<file path="config.mk">
export PLATFORM = sky130hd
export DESIGN_NAME = rgb_pattern_controller
export DESIGN_NICKNAME = d
export VERILOG_FILES = /design/src/rtl/rgb_pattern_controller.sv
export SDC_FILE = /design/constraint.sdc
export NUM_CORES = 1
export LEC_CHECK = 0
export CAP_MARGIN = 20
export CELL_PAD_IN_SITES_DETAIL_PLACEMENT = 0
export CELL_PAD_IN_SITES_GLOBAL_PLACEMENT = 1
export CORE_ASPECT_RATIO = 1.75
export CORE_MARGIN = 2
export CORE_UTILIZATION = 40
export DETAILED_ROUTE_END_ITERATION = 6
export GPL_TIMING_DRIVEN = 0
export HOLD_SLACK_MARGIN = 0.05
export MAX_ROUTING_LAYER = met4
export PLACE_DENSITY_LB_ADDON = 0.1
export SYNTH_ARGS = -nofsm -noshare
export SYNTH_HDL_FRONTEND = slang
export SYNTH_SLANG_ARGS = --single-unit
</file>
<file path="constraint.sdc">
create_clock -name clk -period 3.2 [get_ports clk]
set_input_delay 0.8 -clock clk [delete_from_list [all_inputs] [get_ports clk]]
set_output_delay 0.8 -clock clk [all_outputs]
set_load 0.005 [all_outputs]
</file>
<file path="src/rtl/rgb_pattern_controller.sv">
// RGB test-pattern generator: solid colour, colour bars, checkerboard and a
// grey fade. Mode and colour changes take effect only at frame start so a
// frame is never drawn with two different patterns.
module rgb_pattern_controller #(
    parameter int unsigned CW       = 4,
    parameter int unsigned H_ACTIVE = 640,
    parameter int unsigned SQ_LOG   = 5
) (
    input  logic              clk,
    input  logic              reset,
    input  logic              video_on,
    input  logic              p_tick,
    input  logic [9:0]        pixel_x,
    input  logic [9:0]        pixel_y,
    input  logic [3*CW-1:0]   sw,
    input  logic [1:0]        mode,
    input  logic              mode_load,
    output logic [3*CW-1:0]   rgb
);

    localparam int unsigned RGB_W = 3 * CW;
    localparam int unsigned BAR_W = H_ACTIVE / 8;

    localparam logic [1:0] MODE_SOLID   = 2'd0;
    localparam logic [1:0] MODE_BARS    = 2'd1;
    localparam logic [1:0] MODE_CHECKER = 2'd2;
    localparam logic [1:0] MODE_FADE    = 2'd3;

    logic [1:0]       mode_pending_q, mode_pending_d;
    logic [1:0]       mode_active_q,  mode_active_d;
    logic [RGB_W-1:0] color_q,        color_d;
    logic [CW-1:0]    level_q,        level_d;
    logic [RGB_W-1:0] rgb_q,          rgb_d;

    logic             frame_start_c;
    logic [2:0]       bar_idx_c;
    logic [RGB_W-1:0] bar_rgb_c;
    logic [RGB_W-1:0] pattern_c;

    assign frame_start_c = p_tick && (pixel_x == 10'd0) && (pixel_y == 10'd0);

    // Frame-synchronous control: pending mode, active mode, colour, fade level
    always_comb begin
        mode_pending_d = mode_pending_q;
        mode_active_d  = mode_active_q;
        color_d        = color_q;
        level_d        = level_q;
        if (mode_load) begin
            mode_pending_d = mode;
        end
        if (frame_start_c) begin
            // A load on the frame-start edge bypasses the pending register
            mode_active_d = mode_load ? mode : mode_pending_q;
            color_d       = sw;
            level_d       = level_q + CW'(1);
        end
    end

    // Bar index: smallest k with pixel_x < (k+1)*BAR_W, else 7 (off-screen clamp)
    always_comb begin
        bar_idx_c = 3'd7;
        for (int k = 7; k >= 0; k--) begin
            if (32'(pixel_x) < 32'((k + 1) * BAR_W)) begin
                bar_idx_c = 3'(k);
            end
        end
    end

    // Bar colour from the index bits: R=~i[1], G=~i[2], B=~i[0]
    always_comb begin
        bar_rgb_c = '0;
        bar_rgb_c[RGB_W-1 -: CW] = {CW{~bar_idx_c[1]}};
        bar_rgb_c[2*CW-1  -: CW] = {CW{~bar_idx_c[2]}};
        bar_rgb_c[CW-1    -: CW] = {CW{~bar_idx_c[0]}};
    end

    // Pattern select from the pre-edge mode, colour and level
    always_comb begin
        pattern_c = color_q;
        case (mode_active_q)
            MODE_SOLID:   pattern_c = color_q;
            MODE_BARS:    pattern_c = bar_rgb_c;
            MODE_CHECKER: pattern_c = (pixel_x[SQ_LOG] ^ pixel_y[SQ_LOG]) ? ~color_q : color_q;
            MODE_FADE:    pattern_c = {level_q, level_q, level_q};
            default:      pattern_c = color_q;
        endcase
    end

    // Blank outside the visible area
    always_comb begin
        rgb_d = video_on ? pattern_c : '0;
    end

    // State and output registers
    always_ff @(posedge clk or posedge reset) begin
        if (reset) begin
            mode_pending_q <= '0;
            mode_active_q  <= '0;
            color_q        <= '0;
            level_q        <= '0;
            rgb_q          <= '0;
        end else begin
            mode_pending_q <= mode_pending_d;
            mode_active_q  <= mode_active_d;
            color_q        <= color_d;
            level_q        <= level_d;
            rgb_q          <= rgb_d;
        end
    end

    assign rgb = rgb_q;

endmodule
</file>
### Yosys cells after proc, flatten, opt, wreduce, memory -nomap -nowiden

Index checks and enable logic that the tools add are counted.

* output and inout port bits: 12
* word-level logic and storage cells: 37
* memories kept: 0
* input port bits: 39
* ROM bits: 0
* bits in writable memories: 0
* latch bits: 0
* flip-flop bits (word level): 32

* mux-type cells: 11
* shift-type cells: 0
* reduce and logical (&&, ||, !) cells: 5
* bitwise operators: 5
* divide/modulo/power cells: 0
* magnitude comparators: 7
* $mul: 0
* add/subtract/negate cells: 1
* equal/unequal tests: 3

Operators by type and width (number)
* $pmux 12 s4: 1
* $lt 10x9->1 const B: 3
* $mux 12: 2
* $logic_not 10->1: 2
* $lt 10x8->1 const B: 2
* $mux 3: 6
* $not 12->12: 1
* $lt 10x10->1 const B: 1
* $lt 10x7->1 const B: 1
* $add 4x1->4 const B: 1
* $eq 2x2->1 const B: 2
* $not 1->1: 3
* $eq 2x1->1 const B: 1
* $logic_and 1x1->1: 2
* $logic_not 2->1: 1
* $mux 2: 1
* $mux 1: 1
* $xor 1x1->1: 1

### Longest topological paths before layout

* word-level depth: 11
* mapped depth: 6

### Least setup slack after synthesis

No wires, ideal clock.

* path kind: in2reg
* from: in pixel_x[8]
* to: reg color_q[0]
* required time: 3075 ps
* path slack: 1035 ps
* cell stages on the path: 6
* buffers on the path: 2
* data arrival time: 2040 ps
* path through: buf_4 -> nor3_1 -> nand4_2 -> nor2_4 -> buf_12 -> mux2_4

* longest elaborated chain between the ends: 3

RTL lines
* start, declared: line 13 `input logic [9:0] pixel_x,`
* $logic_not 10->1: line 40 `assign frame_start_c = p_tick && (pixel_x == 10'd0) && (pixel_y == 10'd0);`
* $logic_and 1x1->1 (2 in series): line 40
* end signal, assigned: line 105 `color_q <= color_d;`
* end, declared: line 31 `logic [RGB_W-1:0] color_q, color_d;`

No other way between the ends.
A chain may end at the register's enable or synchronous reset.

### Worst setup path in the final report

* from: in pixel_x[6]
* to: reg color_q[5]

Same word-level chain as after synthesis.

==> flow_summary.yaml <==
sta:
  rsz0062_at_grt: "false"
  finalHoldViolations: 0
  setup_tns_ps: 0
  min_period_ps: 2495
  maxSlewViolCount: 0
  relSlewSlack: 0.4952
  fmax_mhz: 400.9
  finalCritPeriodShare: 0.7795
  worst_pin_slew_ps: 757.2
  fin_skew_ps: 7.375
  fin_ws_ps: 705.5
  setup_violations: 0
power:
  p_comb_frac: 0.127
  switchingPower_mw: 0.1896
  p_seq_frac: 0.457
  p_sw_frac: 0.2124
  internal_power_mw: 0.7031
  power_density_nw_per_um2: 357.8
  pwr-share-clk: 0.417
  ir_drop_uv: 295.4
  p_leak_nw: 1.023
grt:
  track_usage: 0.1937
  grt_pass1_vias: 1622
  grt_max_degree: 23
  antenna_found_initial: 0
  grt_pass1_wl_um: 7038
  grt-ovfl-total: 0
yosys:
  netlist_instances: 157
  synth-edff-count: 0
  synth.avg_cell_area_um2: 11.56
  synth_top_family_by_area: "compound AO/OA/AOI/OAI gates"
  synthAdderAreaFrac: 0.01241
  ys_warn_count: 0
  async_flop_share: 1.000
  synthSimpleGateAreaFrac: 0.1123
  ys.flop_type: "dfrtp_1"
  synth_compound_area_frac: 0.1971
  synthesis.nets: 197
  synth_cell_types: 43
  syn_area_um2: 1815
  post_synth_xor_area_fraction: 0.07099
  ys_seq_area_frac: 0.4411
  synth.area.mux_share: 0.1241
  ys_ff_latch: 32
cts:
  worstSkewPairLatency_ps: 280
  cts_tree: "done"
  clock-root-buffer: "clkbuf_8"
  htree_num_levels: 2
  path_clk_slew_ps: 60
  cts_setup_buffers: 0
  cts_buffer_depth: 2
  cts.sinks: 32
  cts_hold_buf: 0
  post_cts_resized: 0
  cts_inserted_buffers: 5
critical_path:
  r2r-start: "mode_active_q[1]"
  crit_family: "simple AND/OR/NAND/NOR gates"
  path_cells: "clkdlybuf4s50_1, nor3_1, nand4_2, nor2_4, buf_12, mux2_4"
  cp.required_ps: 3360
  cp-end-kind: "flop"
  reg2reg_to: "rgb[9]"
  r2r_cells: 5
  max_stage_delay_ps: 530
  rrSetupSlack_ps: 1170
  crit_fanout: 10
  arrival_ps: 2660
  start_kind: "primary input"
  crit_type: "in2reg"
  crit_path_top_delay_cell: "clkdlybuf4s50_1"
  critPathBufInv: 2
job:
  cap_violations: 0
min_path:
  min_to: "mode_pending_q[0]"
  min_path_type: "reg2reg"
  holdCritStartpoint: "mode_pending_q[0]"
  min_path_cells: 1
finish:
  design_area_um2: 2495
  fin_nets: 253
  insertedDiodeCount: 0
  layout-drive-gt1-share: 0.1822
  finish.utilization: 0.5665
  syn2layout_area_growth_pct: 37.42
place:
  place_area_um2: 2387
  preCtsSetupSlack_ps: 377.9
  gp_congestion: 0.7558
  dp_hpwl_um: 3284
  port_buffers: 48
floorplanning:
  num_rows: 32
  core_um2: 4404
  fp.dieH_um: 93.12
  start_util: 0.4122
  io_pins: 51
  dieArea_um2: 5115
  die_w_um: 54.93
routing:
  drt-initial-drc-count: 28
  via_per_inst: 5.581
  drc: 0
  via_count: 1479
  first_pass_iters: 4
  wl_um: 4264
  drtAntennaViolNets: 0
  routedWlPerCell_um: 16.09
outcome:
  status: "completed"
==> state kept, by name, indices dropped and copies added, names as in the netlist <==
name / flops
mode_pending_q: 2
color_q: 12
rgb: 12
level_q: 4
mode_active_q: 2
==> cell usage in the layout, fill, tap and decap left out, types with 2 or more instances in the layout <==
cell type        instances
clkdlybuf4s50_1         48
dfrtp_1                 32
nand2_1                 11
mux2_4                   9
a221oi_1                 9
mux2_2                   8
xnor2_1                  8
a22oi_1                  8
inv_1                    6
a211oi_1                 5
clkbuf_8                 5
clkbuf_1                 4
nor2_1                   4
a32oi_1                  4
o21ai_0                  4
o31ai_1                  4
buf_4                    3
nor3_1                   3
xor2_1                   3
nand2b_1                 3
nor4_1                   2
nor2b_1                  2
o221a_1                  2
o221a_2                  2
and2_1                   2
==> metal layers <==
| layer | share of wire | global-route usage | vias up | wire length, µm |
|---|---|---|---|---|
| li1 | - | - | 708 | - |
| met1 | 0.36 | 0.1924 | 713 | 1539 |
| met2 | 0.56 | 0.3403 | 46 | 2409 |
| met3 | 0.038 | 0.03674 | 12 | 162 |
| met4 | 0.036 | 0.09553 | 0 | 153 |
| met5 | 0 | - | - | 0 |
==> stage by stage <==
stage          instances  total power, mW  hold WS (ps)
6_report             265           0.8927         511.4
5_1_grt              265           0.9313         541.2
4_1_cts              265           0.9040         512.8
3_5_place_dp         257           0.5288         498.1
3_3_place_gp         256           0.5203         482.7
2_1_floorplan        157           0.4645         468.0
==> power groups by stage <==
stage | registers (mW) | logic, mW | clock network (mW)
final | 0.408 | 0.113 | 0.372
after global routing | 0.408 | 0.123 | 0.400
after CTS | 0.408 | 0.114 | 0.382
after detailed placement | 0.415 | 0.114 | 0
after global placement | 0.415 | 0.105 | 0
after floorplan | 0.415 | 0.0495 | 0
==> worst max-delay path by stage <==
stage	start	to	slack (ps)	depth (start not counted)
after floorplan	pixel_x[8]	color_q[0]	1040	6
after global placement	pixel_x[6]	color_q[3]	390	6
after detailed placement	pixel_x[6]	color_q[5]	380	6
after CTS	pixel_x[6]	color_q[5]	670	6
after global routing	pixel_x[6]	color_q[3]	570	6
final	pixel_x[6]	color_q[5]	710	6
==> cell usage after synthesis, types with 2 or more instances <==
cell type,instances,area share
a221oi_1,9,0.043
nand2_1,11,0.023
nor2b_1,2,0.0069
o21ai_0,4,0.011
and2_1,2,0.0069
a22oi_1,8,0.033
a32oi_1,4,0.019
clkbuf_1,3,0.0062
inv_1,6,0.012
nand2b_1,3,0.010
nor4_1,2,0.0069
mux2_2,8,0.050
xnor2_1,8,0.039
buf_4,3,0.012
o221a_1,2,0.012
mux2_4,9,0.074
o221a_2,2,0.012
nor3_1,3,0.0083
xor2_1,3,0.014
nor2_1,4,0.0083
o31ai_1,4,0.017
a211oi_1,5,0.021
dfrtp_1,32,0.44
==> cell type report <==
cell class / count / area (µm²)
buffer: 7 / 53.80
tap: 51 / 63.81
clock buffer: 6 / 72.57
timing repair buffer: 49 / 508.0
inverter: 6 / 22.52
sequential: 32 / 800.8
fill: 406 / 1909
clock inverter: 2 / 35.03
multi-input combinational: 112 / 938.4
==> kinds of logic after synthesis <==
family,count (synthesis)
adder cells (fa/ha/maj),2
flip-flops,32
AND/OR/NAND/NOR,35
AO/OA/AOI/OAI,45
XOR/XNOR,13
buffers and inverters,13
multiplexers,17
(Power assumes the default switching activity.)
